### src/rtl/de_buf_pkg.sv
// Shared types and default widths for the Decode/Execute pipeline buffer.
package de_buf_pkg;

  localparam int DEF_CTRL_W = 11;
  localparam int DEF_DATA_W = 16;
  localparam int DEF_ADDR_W = 3;
  localparam int DEF_FUNC_W = 3;

  // EMPTY: nothing held; ONE: main only; FULL: main and skid both hold a beat.
  typedef enum logic [1:0] {
    EMPTY = 2'd0,
    ONE   = 2'd1,
    FULL  = 2'd2
  } state_t;

  typedef struct packed {
    logic [DEF_CTRL_W-1:0] ctrl;
    logic [DEF_DATA_W-1:0] rd1;
    logic [DEF_DATA_W-1:0] rd2;
    logic [DEF_ADDR_W-1:0] waddr;
    logic [DEF_FUNC_W-1:0] func;
  } payload_t;

endpackage

### src/rtl/de_buf_slot.sv
// One payload register of the buffer: load-enabled, asynchronously cleared.
module de_buf_slot #(
  parameter int W = 8
) (
  input  logic         clk,
  input  logic         rst,
  input  logic         load,
  input  logic [W-1:0] d,
  output logic [W-1:0] q
);

  always_ff @(posedge clk or posedge rst) begin
    if (rst) begin
      q <= '0;
    end else if (load) begin
      q <= d;
    end
  end

endmodule

### src/rtl/de_pipe_buffer.sv
// Decode/Execute pipeline buffer: main slot drives Execute, skid slot absorbs
// one beat of backpressure so in_ready can come straight from a flop.
module de_pipe_buffer
  import de_buf_pkg::*;
#(
  parameter int CTRL_W = DEF_CTRL_W,
  parameter int DATA_W = DEF_DATA_W,
  parameter int ADDR_W = DEF_ADDR_W,
  parameter int FUNC_W = DEF_FUNC_W,
  parameter int CNT_W  = 16
) (
  input  logic              clk,
  input  logic              rst,
  input  logic              in_valid,
  output logic              in_ready,
  input  logic [CTRL_W-1:0] ctrl_in,
  input  logic [DATA_W-1:0] rd1_in,
  input  logic [DATA_W-1:0] rd2_in,
  input  logic [ADDR_W-1:0] waddr_in,
  input  logic [FUNC_W-1:0] func_in,
  input  logic              flush,
  output logic              out_valid,
  input  logic              out_ready,
  output logic [CTRL_W-1:0] ctrl_out,
  output logic [DATA_W-1:0] rd1_out,
  output logic [DATA_W-1:0] rd2_out,
  output logic [ADDR_W-1:0] waddr_out,
  output logic [FUNC_W-1:0] func_out,
  output logic [CNT_W-1:0]  stall_cnt
);

  localparam int PAY_W = CTRL_W + 2 * DATA_W + ADDR_W + FUNC_W;

  // Handshake: a beat moves on a rising edge when valid and ready are both
  // high in the cycle before it; valid never depends on ready on either side.

  state_t             state;
  state_t             state_nxt;
  logic               ready_q;
  logic               main_valid;
  logic               accept;
  logic               emit;
  logic               load_main;
  logic               load_skid;
  logic               main_from_skid;
  logic [PAY_W-1:0]   in_pay;
  logic [PAY_W-1:0]   main_d;
  logic [PAY_W-1:0]   main_pay;
  logic [PAY_W-1:0]   skid_pay;
  logic [CTRL_W-1:0]  main_ctrl;

  assign main_valid = (state != EMPTY);
  assign accept     = in_valid & ready_q;
  assign emit       = main_valid & out_ready;
  assign in_pay     = {ctrl_in, rd1_in, rd2_in, waddr_in, func_in};
  assign main_d     = main_from_skid ? skid_pay : in_pay;

  always_comb begin
    state_nxt      = state;
    load_main      = 1'b0;
    load_skid      = 1'b0;
    main_from_skid = 1'b0;
    if (flush) begin
      state_nxt = EMPTY;
    end else begin
      case (state)
        EMPTY: begin
          if (accept) begin
            state_nxt = ONE;
            load_main = 1'b1;
          end
        end
        ONE: begin
          if (accept && emit) begin
            load_main = 1'b1;
          end else if (accept) begin
            state_nxt = FULL;
            load_skid = 1'b1;
          end else if (emit) begin
            state_nxt = EMPTY;
          end
        end
        FULL: begin
          if (emit) begin
            state_nxt      = ONE;
            load_main      = 1'b1;
            main_from_skid = 1'b1;
          end
        end
        default: state_nxt = EMPTY;
      endcase
    end
  end

  // ready tracks the next state so it is already low in the first FULL cycle.
  always_ff @(posedge clk or posedge rst) begin
    if (rst) begin
      state   <= EMPTY;
      ready_q <= 1'b1;
    end else begin
      state   <= state_nxt;
      ready_q <= (state_nxt != FULL);
    end
  end

  always_ff @(posedge clk or posedge rst) begin
    if (rst) begin
      stall_cnt <= '0;
    end else if (main_valid && !out_ready && (stall_cnt != {CNT_W{1'b1}})) begin
      stall_cnt <= stall_cnt + CNT_W'(1);
    end
  end

  de_buf_slot #(.W(PAY_W)) u_main (
    .clk  (clk),
    .rst  (rst),
    .load (load_main),
    .d    (main_d),
    .q    (main_pay)
  );

  de_buf_slot #(.W(PAY_W)) u_skid (
    .clk  (clk),
    .rst  (rst),
    .load (load_skid),
    .d    (in_pay),
    .q    (skid_pay)
  );

  assign {main_ctrl, rd1_out, rd2_out, waddr_out, func_out} = main_pay;
  assign ctrl_out  = main_valid ? main_ctrl : '0;
  assign out_valid = main_valid;
  assign in_ready  = ready_q;

endmodule

### config.mk
export PLATFORM = sky130hd
export DESIGN_NAME = de_pipe_buffer
export DESIGN_NICKNAME = d
export VERILOG_FILES = /design/src/rtl/de_buf_pkg.sv /design/src/rtl/de_buf_slot.sv /design/src/rtl/de_pipe_buffer.sv
export SDC_FILE = /design/constraint.sdc
export NUM_CORES = 1
export LEC_CHECK = 0
export ABC_AREA = 1
export ABC_CLOCK_PERIOD_IN_PS = 5000
export CAP_MARGIN = 20
export CORE_MARGIN = 2
export CORE_UTILIZATION = 51
export DETAILED_ROUTE_END_ITERATION = 8
export PLACE_DENSITY = 0.9
export SYNTH_ARGS = -nofsm -noshare
export SYNTH_HDL_FRONTEND = slang
export SYNTH_SLANG_ARGS = --single-unit
### constraint.sdc
create_clock -name clk -period 5 [get_ports clk]
set_input_delay 1.25 -clock clk [delete_from_list [all_inputs] [get_ports clk]]
set_output_delay 1.25 -clock clk [all_outputs]
set_load 0.05 [all_outputs]
==> results.json <==
{
  "outcome": "complete, no violations",
  "cts_root_buf": "clkbuf_16",
  "syn2layout_area_growth_pct": 28.8,
  "antenna_found_initial": 0,
  "place_congestion": 0.831,
  "cts.repair.resized": 0,
  "rows": 38,
  "path_clk_slew_ps": 60,
  "drive_gt1_share_pct": 5.49,
  "die_w_um": 110,
  "ant_nets": 0,
  "synth.area.top_cells": "dfrtp_1, nand2_1, inv_1",
  "die_area_um2": 12100,
  "p_leak_nw": 3.61,
  "crit_type": "reg -> out",
  "htreeDepth": 4,
  "crit_start": "state[1]$_DFF_PP0_",
  "worstPathMaxFanout": 13,
  "power_density_nw_per_um2": 466,
  "grt_first_pass_wirelength_mm": 19.7,
  "synthCells": 735,
  "synth_mux_area_share_pct": 0,
  "reg2reg_slack_ps": 2670,
  "synth_edf_count": 0,
  "io_buffers": 120,
  "synth_compound_area_share_pct": 13.6,
  "grtUsageTotal_pct": 20.9,
  "start_util_pct": 52.5,
  "clock_path_buffers": 2,
  "cap_violations": 0,
  "grt_util_met3_pct": 4.23,
  "nets": 862,
  "use_met1_pct": 25.9,
  "post-route-period-util_pct": 67.8,
  "wl_mm": 12.0,
  "slew_headroom_pct": 37.8,
  "hold_path.class": "reg -> reg",
  "finClkSkew_ps": 9.89,
  "yosysMostFrequentCell": "nand2_1",
  "r2r-start": "state[1]$_DFF_PP0_",
  "io_pins": 121,
  "cts_tree": "built",
  "met2_usage_pct": 36.1,
  "place_ws_ps": 1560,
  "arrival_ps": 2140,
  "clkLatencyLatePin_ps": 400,
  "slew_violations": 0,
  "ys_top_cells_by_count": "nand2_1, dfrtp_1, inv_1, o21ai_0, nor2_1",
  "timing.final.setup_violations": 0,
  "overflow": 0,
  "cts_setup_buffers": 0,
  "synth_seq_cells": 117,
  "tightest_slew_ps": 931,
  "synth_top_family_by_area": "simple AND/OR/NAND/NOR gates",
  "final_hold_viol_count": 0,
  "drt-initial-drc-count": 236,
  "yosysSeqAreaShare_pct": 51.0,
  "synth_top_area_cell": "dfrtp_1",
  "ctsHoldBuffers": 0,
  "firstDrtPassIters": 4,
  "core_area_um2": 10900,
  "grt_pass1_vias": 4403,
  "async_reset_ff_share_pct": 100,
  "fin_setup_tns_ps": 0,
  "vias": 4678,
  "fin_crit_ps": 3390,
  "rsz0062_at_grt": "no",
  "max_freq_mhz": 295,
  "synth_top_flop_cell": "dfrtp_1",
  "drc": 0,
  "layout_setup_ws_ps": 1610,
  "clkSinkCount": 117,
  "dp_hpwl_mm": 7.79,
  "cts_buffers": 17,
  "synthAdderAreaFrac_pct": 0.218,
  "n_antenna_cell": 0,
  "timing.hold.ws_ps": 505,
  "yosys.area.top_type_share_pct": 50.5,
  "end_kind": "output port",
  "synthSimpleGateAreaFrac_pct": 19.0,
  "syn_nets": 790,
  "avgViaCountPerCell": 4.87,
  "synth_xor_area_share_pct": 1.07,
  "die_h_um": 110,
  "ys.warnings.count": 0,
  "hp-start": "u_skid.q[28]$_DFFE_PP0P_",
  "required_ps": 3750,
  "wire_per_inst_um": 12.5,
  "synth_area_per_cell_um2": 7.81,
  "busiest_layer": "met2",
  "yosysUniqueCellTypes": 29,
  "grt_max_degree": 99,
  "crit_path_start_kind": "register",
  "vdd_drop_max_mv": 0.327,
  "syn-cell-area_um2": 5740
}
metrics by stage:
step	instance area [µm²]	std cells	power [W]	utilization (%)
floorplan	5740	735	0.00197	-
CTS	7380	959	0.00348	67.4
finish	7400	960	0.00345	67.6
global placement	6730	926	0.00215	61.6
global route	7400	960	0.00362	67.6
detailed placement	6750	927	0.00219	61.8
worst max-delay path, stage by stage, from the launching register on:
cell and delay, ps:
dfrtp_1 460, nor2_4 430, nor2_1 100, clkdlybuf4s50_1 750
power breakdown:
| group | internal [W] | switching [W] |
|---|---|---|
| Sequential | 0.00116 | 0.0000939 |
| Combinational | 0.000313 | 0.000602 |
| Clock | 0.000846 | 0.000431 |
| Total | 0.00232 | 0.00113 |
final cells by class:
| type | instances | area [µm²] |
|---|---|---|
| Sequential cell | 117 | 2930 |
| Inverter | 114 | 430 |
| Clock inverter | 13 | 180 |
| Multi-Input combinational cell | 433 | 1970 |
| Fill cell | 881 | 3540 |
| Timing Repair Buffer | 124 | 1270 |
| Clock buffer | 19 | 443 |
| Tap cell | 140 | 175 |
logic make-up (layout without fill, tap and decap cells):
| kind of cell | count (synthesis) | count (layout) |
|---|---|---|
| AO/OA/AOI/OAI | 155 | 155 |
| adder cells (fa/ha/maj) | 1 | 1 |
| flip-flops | 117 | 117 |
| XOR/XNOR | 7 | 7 |
| buffers and inverters | 185 | 270 |
| AND/OR/NAND/NOR | 270 | 270 |
flip-flops by register name (all words and copies together), names as in the netlist:
register   count
in_ready       1
stall_cnt     16
state          2
u_main.q      49
u_skid.q      49
routing by layer:
metal	up-vias	part of all wire [%]
met3	14	4.4
met4	0	1.3
li1	2376	-
met1	2175	45
met2	113	50
met5	-	0
cells in the final DEF (no fill, tap or decap), types with 6 or more instances in the layout:
cell type / instances
nand2_1: 170
clkdlybuf4s50_1: 120
dfrtp_1: 116
inv_1: 112
o21ai_0: 81
nor2_1: 77
a21oi_1: 49
o21ai_1: 22
clkbuf_16: 17
nand4_1: 7
nand3_1: 7
xnor2_1: 6
path summary, 6_finish.rpt:
check,end,cells past startpoint
worst min register to register,u_skid.q[28]$_DFFE_PP0P_,2
max in group asynchronous,u_main.q[18]$_DFFE_PP0P_,3
worst max-delay path,ctrl_out[9],3
worst max register to register,u_main.q[21]$_DFFE_PP0P_,5
min in group asynchronous,u_main.q[26]$_DFFE_PP0P_,2
worst min-delay path,u_skid.q[28]$_DFFE_PP0P_,2
(Power assumes the default switching activity.)
